===== src/rtl/regfile_pkg.sv =====
// Shared constants for the MIPS register file: reset polarity, enables and bus widths.
package regfile_pkg;

    localparam logic RstEnable   = 1'b0;
    localparam logic RstDisable  = 1'b1;
    localparam logic WriteEnable = 1'b1;
    localparam logic ReadEnable  = 1'b1;

    localparam int RegBus     = 32;
    localparam int RegAddrBus = 5;
    localparam int RegNum     = 32;
    localparam int RegNumLog2 = 5;

    localparam logic [RegBus-1:0]     ZeroWord   = '0;
    localparam logic [RegAddrBus-1:0] NOPRegAddr = '0;

endpackage


===== src/rtl/regfile_if.sv =====
// Write-back triple from mem_wb plus the two decode-stage read ports.
interface regfile_if #(
    parameter int DATA_W = 32,
    parameter int ADDR_W = 5
);
    logic              we;
    logic [ADDR_W-1:0] waddr;
    logic [DATA_W-1:0] wdata;
    logic              re1;
    logic [ADDR_W-1:0] raddr1;
    logic [DATA_W-1:0] rdata1;
    logic              re2;
    logic [ADDR_W-1:0] raddr2;
    logic [DATA_W-1:0] rdata2;

    modport master (
        output we, waddr, wdata, re1, raddr1, re2, raddr2,
        input  rdata1, rdata2
    );

    modport slave (
        input  we, waddr, wdata, re1, raddr1, re2, raddr2,
        output rdata1, rdata2
    );
endinterface


===== src/rtl/regfile_rdport.sv =====
// One combinational read port: reset gate, $0 gate, write-back bypass, then array value.
module regfile_rdport
    import regfile_pkg::*;
#(
    parameter int DATA_W = 32,
    parameter int ADDR_W = 5
) (
    input  logic              rst,
    input  logic              re,
    input  logic [ADDR_W-1:0] raddr,
    input  logic              we,
    input  logic [ADDR_W-1:0] waddr,
    input  logic [DATA_W-1:0] wdata,
    input  logic [DATA_W-1:0] stored,
    output logic [DATA_W-1:0] rdata
);

    always_comb begin
        rdata = '0;
        if (rst == RstEnable) begin
            rdata = '0;
        end else if (raddr == '0) begin
            rdata = '0;
        end else if (re == ReadEnable && we == WriteEnable && waddr == raddr) begin
            // Write-back lands this edge; hand decode the new value now.
            rdata = wdata;
        end else if (re == ReadEnable) begin
            rdata = stored;
        end
    end

endmodule


===== src/rtl/regfile.sv =====
// 32 x 32 MIPS register file: synchronous write, two bypassed combinational reads, $0 fixed at zero.
module regfile
    import regfile_pkg::*;
#(
    parameter int NUM_REGS = RegNum,
    parameter int DATA_W   = RegBus,
    parameter int ADDR_W   = RegNumLog2
) (
    input logic     clk,
    input logic     rst,
    regfile_if.slave rf
);

    logic [DATA_W-1:0] regs [NUM_REGS];

    always_ff @(posedge clk) begin
        if (rst == RstEnable) begin
            for (int i = 0; i < NUM_REGS; i++) begin
                regs[i] <= '0;
            end
        end else if (rst == RstDisable && rf.we == WriteEnable && rf.waddr != '0) begin
            regs[rf.waddr] <= rf.wdata;
        end
    end

    regfile_rdport #(
        .DATA_W(DATA_W),
        .ADDR_W(ADDR_W)
    ) u_rdport1 (
        .rst    (rst),
        .re     (rf.re1),
        .raddr  (rf.raddr1),
        .we     (rf.we),
        .waddr  (rf.waddr),
        .wdata  (rf.wdata),
        .stored (regs[rf.raddr1]),
        .rdata  (rf.rdata1)
    );

    regfile_rdport #(
        .DATA_W(DATA_W),
        .ADDR_W(ADDR_W)
    ) u_rdport2 (
        .rst    (rst),
        .re     (rf.re2),
        .raddr  (rf.raddr2),
        .we     (rf.we),
        .waddr  (rf.waddr),
        .wdata  (rf.wdata),
        .stored (regs[rf.raddr2]),
        .rdata  (rf.rdata2)
    );

endmodule


===== src/flat_wrapper.sv =====
// flat-port wrapper written by rule: the top's interface ports become plain ports
module regfile_flat import regfile_pkg::*;
#(
    parameter int NUM_REGS = RegNum,
    parameter int DATA_W   = RegBus,
    parameter int ADDR_W   = RegNumLog2
)
  (clk, rst, rf_we, rf_waddr, rf_wdata, rf_re1, rf_raddr1, rf_re2, rf_raddr2, rf_rdata1, rf_rdata2);
  regfile_if #(.DATA_W(DATA_W), .ADDR_W(ADDR_W)) rf_i ();
  input logic clk;
  input logic rst;
  input wire logic [$bits(rf_i.we)-1:0] rf_we;
  input wire logic [$bits(rf_i.waddr)-1:0] rf_waddr;
  input wire logic [$bits(rf_i.wdata)-1:0] rf_wdata;
  input wire logic [$bits(rf_i.re1)-1:0] rf_re1;
  input wire logic [$bits(rf_i.raddr1)-1:0] rf_raddr1;
  input wire logic [$bits(rf_i.re2)-1:0] rf_re2;
  input wire logic [$bits(rf_i.raddr2)-1:0] rf_raddr2;
  output wire logic [$bits(rf_i.rdata1)-1:0] rf_rdata1;
  output wire logic [$bits(rf_i.rdata2)-1:0] rf_rdata2;
  assign rf_i.we = rf_we;
  assign rf_i.waddr = rf_waddr;
  assign rf_i.wdata = rf_wdata;
  assign rf_i.re1 = rf_re1;
  assign rf_i.raddr1 = rf_raddr1;
  assign rf_i.re2 = rf_re2;
  assign rf_i.raddr2 = rf_raddr2;
  assign rf_rdata1 = rf_i.rdata1;
  assign rf_rdata2 = rf_i.rdata2;
  regfile #(.NUM_REGS(NUM_REGS), .DATA_W(DATA_W), .ADDR_W(ADDR_W)) u_core (.clk(clk), .rst(rst), .rf(rf_i));
endmodule

===== config.mk =====
export PLATFORM = sky130hd
export DESIGN_NAME = regfile_flat
export DESIGN_NICKNAME = d
export VERILOG_FILES = /design/src/rtl/regfile_pkg.sv /design/src/rtl/regfile_if.sv /design/src/rtl/regfile_rdport.sv /design/src/rtl/regfile.sv /design/src/flat_wrapper.sv
export SDC_FILE = /design/constraint.sdc
export NUM_CORES = 2
export LEC_CHECK = 0
export ABC_AREA = 0
export BUFFER_PORTS_ARGS = -buffer_cell sky130_fd_sc_hd__buf_4
export CAP_MARGIN = 20
export CORE_MARGIN = 1.5
export CORE_UTILIZATION = 55
export CTS_CLUSTER_DIAMETER = 120
export DETAILED_ROUTE_END_ITERATION = 12
export PLACE_DENSITY_LB_ADDON = 0.05
export SYNTH_ARGS = -nofsm -noshare
export SYNTH_HDL_FRONTEND = slang
export SYNTH_SLANG_ARGS = --single-unit

===== constraint.sdc =====
create_clock -name clk -period 5.9 [get_ports clk]
set_clock_uncertainty 0.2 [all_clocks]
set_input_delay 0.59 -clock clk [delete_from_list [all_inputs] [get_ports clk]]
set_output_delay 0.59 -clock clk [all_outputs]
set_load 0.05 [all_outputs]

# Yosys cells after proc, flatten, opt, wreduce, memory -nomap -nowiden

Memory sizes are Yosys's and may differ from the RTL's.
Index checks and enable logic that the tools add are counted.
W data, S select, Z words.

Equality and inequality tests: 2
Multiplexer cells: 15
Reductions and logical operators: 10

Operators by type and width:

| kind                | number |
|---|---|
| $mux W32            | 9 |
| $reduce_or A32 Y1   | 1 |
| $eq A5 B5 Y1        | 2 |
| $logic_not A5 Y1    | 2 |
| $logic_and A1 B1 Y1 | 6 |
| $mux W1             | 5 |
| $mux W5             | 1 |
| $reduce_bool A5 Y1  | 1 |

Memories kept: 1
Bits in registers: 0
Output and inout bits: 64
Bits in writable memories: 1024
Input port bits: 52
Word-level logic and storage cells: 28

Memories:

| name        | depth | width | read ports | clocked after Yosys merged registers in | wr ports | RTL line      | RTL |
|---|---|---|---|---|---|---|---|
| u_core.regs | 32    | 32    | 2          | 0                                       | 32       | regfile.sv:14 | `logic [DATA_W-1:0] regs [NUM_REGS];` |

# Logic depth before layout (Yosys ltp)

Depth after elaboration: 7
Gate-level depth with buffers: 9
Mapped depth without buffers: 5

# Modules after synthesis

From an unflattened synthesis, not the netlist that was laid out.

Cells, all modules: 4863
Area total of the unflattened synthesis: 57213.6 µm²

Modules (own cells, without submodules):

| module         | cells an instance | seq. area each (µm²) | instances | area an instance (µm²) |
|---|---|---|---|---|
| regfile        | 4609              | 30749.5              | 1         | 55709.7 |
| regfile_rdport | 127               | 0.0                  | 2         | 752.0 |

# Least setup slack after synthesis

No wires, ideal clock.

Path type: input port to flip-flop
Start point: input port rf_waddr[3]
End point: memory u_core.regs[24][0], enable pin
Path buffers: 3
Arrival time: 3.712 ns
Data required time: 5.234 ns
Setup slack: 1.522 ns
Setup time: 0.466 ns
Stages on the path: 6
Cell sequence: buf_2 or3_1 clkbuf_1 nand3b_1 buf_2 o21ai_0

RTL lines:

| element     | RTL line           | RTL |
|---|---|---|
| from (decl) | flat_wrapper.sv:13 | `input wire logic [$bits(rf_i.waddr)-1:0] rf_waddr;` |
| to (decl)   | regfile.sv:14      |  |

# Worst setup path in the final report

Start point: input port rf_raddr1[2]
End point: output port rf_rdata1[25]

Word-level cells in the longest chain between the ends: 5
Elaborated cells between the ends (all ways): 8
Classes of those cells: eq/ne: 1; mux: 4; reduce/logical: 2; memory: 1

Ends and longest elaborated chain:

| element                                                | RTL line                                   | RTL |
|---|---|---|
| from (decl)                                            | flat_wrapper.sv:16                         | `input wire logic [$bits(rf_i.raddr1)-1:0] rf_raddr1;` |
| $mem_v2 Z32 W32 / $eq A5 B5 Y1 (equally long branches) | --                                         |  |
| $mux W32 / $logic_and A1 B1 Y1 (equally long branches) | regfile_rdport.sv:27, regfile_rdport.sv:24 |  |
| $mux W32                                               | regfile_rdport.sv:24                       | `end else if (re == ReadEnable && we == WriteEnable && waddr == raddr) begin` |
| $mux W32 *                                             | regfile_rdport.sv:22                       | `end else if (raddr == '0) begin` |
| $mux W32 *                                             | regfile_rdport.sv:20                       | `if (rst == RstEnable) begin` |
| to (decl)                                              | flat_wrapper.sv:19                         | `output wire logic [$bits(rf_i.rdata1)-1:0] rf_rdata1;` |

Every way passes the cells marked *; elsewhere a longest branch is shown, timed or not.

==> impl_metrics.toml <==
[finish]
largest_registers = "u_core.regs (1024)"
regMostFlops = "u_core.regs"
layout-drive-gt1-share_pct = 28.6
area_growth_pct = 11.6
largest_reg_flops = 1024
nFillCells = 7160
nNetsFinal = 3627
final_cell_mix = "edfxtp_1 (1024), and2_1 (996), mux4_2 (512)"
final_common_cell = "edfxtp_1"

[die]
die_h_um = 319
dieArea_um2 = 102000
die_w_um = 319
row_count = 115
ios = 116
core_um2 = 98600
initial_core_util_pct = 55.7

[timing]
fmax_mhz = 231
timing.final.crit_share_pct = 73.5
fin_setup_tns_ns = 0
rsz0062_at_grt = "false"
finalHoldViolCount = 0
report.final.setup_viol = 0
relSlewSlack_pct = 21.5
period_minus_slack_ns = 4.33
timing.hold.ws_ns = 0.229
setup_slack_ns = 1.57
drv_slew = 0
max_slew.worst_pin.slew_ns = 1.17

[power_and_ir_drop]
p_per_area_nw_per_um2 = 294
peakVddDrop_mv = 0.242
power_leakage_nw = 21.2
design_power_total_mw = 18.0

[drt]
wl_mm = 194
drt_iter0_drc = 5400
ant_nets = 0
drc = 0
wl_per_cell_um = 39.1
vias = 35700
routed_via_density = 7.20
drt_pass1_iterations = 6

[grt]
grt_pass1_vias = 35800
track_usage_pct = 38.3
antenna_found_initial = 16
grt_pass1_wl_mm = 270
grt_max_degree = 102
overflow = 0

[clock_tree]
clk_pin_slew_ns = 0.06
clock-sinks = 1024
cts.hold.buffers_added = 0
cts_root_buffer = "clkbuf_16"
cts_tree = "built"
max-clock-path-buffers = 3
cts_resized = 0
cts_post_setup_buffers_inserted = 0
cts_buffers = 111
cts_max_level = 3

[critical_path]
crit_path_max_fanout = 42
critPathKind = "input port to primary output"
critPathArrivalTime_ns = 3.54
cp-start-kind = "input port"
end_kind = "primary output"
cp.required_ns = 5.11

[synthesis]
yosysWarnings = 0
synthFlopType = "edfxtp_1"
synthCells = 3570
synth-edff-count = 1024
synth_area_um2 = 54900
ys_seq_elements = 1024
seq_area_frac_synth_pct = 56.0
syn_area_per_cell_um2 = 15.4
ys_async_sr_fraction_pct = 0
synth_cell_type_count = 45

[hold_path]
hold_class = "input port to flop"
holdPathStages = 2
hp-start = "rf_wdata[23]"
min_delay_worst_endpoint = "u_core.regs[18][23]"

[placement]
place_ws_ns = 1.71
hpwlAfterDp_mm = 118
portBuffers = 115
gp_congestion = 0.932

[run]
maxCapViolations = 0

[run_status]
status = "finished clean"
per-stage QoR:
step	area, µm²	std cells	util [%]
finish	61300	4959	62.1
CTS	61200	4948	62.1
floorplan	55000	3601	-
global placement	57500	4744	58.4
detailed placement	57600	4749	58.5
global route	61200	4949	62.1
worst max path at each step:
stage            startpoint                  to  slack, ns
6_report       rf_raddr1[2]       rf_rdata1[25]       1.57
5_1_grt        rf_raddr1[2]       rf_rdata1[12]       1.51
4_1_cts        rf_raddr1[2]       rf_rdata1[25]       1.70
3_5_place_dp   rf_raddr1[0]        rf_rdata1[2]       1.71
3_3_place_gp   rf_raddr1[0]        rf_rdata1[2]       1.72
2_1_floorplan   rf_waddr[3]  u_core.regs[24][0]       1.52
Yosys cell counts, drive strengths merged, types with 2 or more instances:
cell,n,share of area [%]
a211oi,19,0.26
a21oi,38,0.35
a221oi,12,0.19
a22o,31,0.49
a22oi,31,0.42
a31oi,2,0.023
and2,997,11
buf,135,1.3
clkbuf,254,1.7
edfxtp,1024,56
inv,3,0.021
mux2,48,0.98
mux2i,150,2.7
mux4,512,21
nand2,89,0.61
nand2b,3,0.034
nand3,16,0.15
nand3b,4,0.055
nor2,40,0.27
nor3,4,0.036
nor4,2,0.050
o211ai,46,0.63
o21ai,32,0.30
o22ai,56,0.64
or3,3,0.034
xnor2,3,0.048
xor2,6,0.096
power by group:
group / total (mW) / leakage [nW] / internal, mW / switching, mW
Combinational: 2.29 / 9.75 / 0.900 / 1.39
Sequential: 8.63 / 9.75 / 8.41 / 0.217
Clock: 7.08 / 1.74 / 4.09 / 2.99
Total: 18.0 / 21.2 / 13.4 / 4.59
final cells by class:
class	count	area (µm²)	share of cell area (%)
multi-input cells	2185	23100	37.7
clock inverters	70	713	1.16
flip-flops and latches	1024	30700	50.2
diodes	11	27.5	0.0449
well taps	1287	1610	2.63
inverters	3	11.3	0.0184
clock buffers	129	2890	4.71
repair buffers	250	2180	3.56
per-layer routing:
metal	wire, µm	global-route usage (%)	up-vias
li1	-	-	13800
met3	23600	10.4	602
met2	91200	60.2	2751
met1	67200	48.7	18600
met5	37	0	-
met4	11900	20.6	6
worst max-delay path, cell delays in order:
cell and delay [ns]:
buf_8 0.38, xor2_1 0.13, nor3_1 0.59, o2111a_2 1.04
a22oi_1 0.36, nand2_1 0.21, buf_4 0.22
cell families (layout without fill, tap and decap cells):
logic type,after synthesis,in the layout,synth area share [%]
and+or+nand+nor,1163,1163,12.7
buffers and inverters,392,452,3.04
other,1,43,0.00683
muxes,710,710,24.7
DFF,1024,1024,56.0
AOI/OAI and AO/OA,271,271,3.38
xor gates and xnor gates,9,9,0.144
No activity file was read; power rests on OpenSTA's default activity.
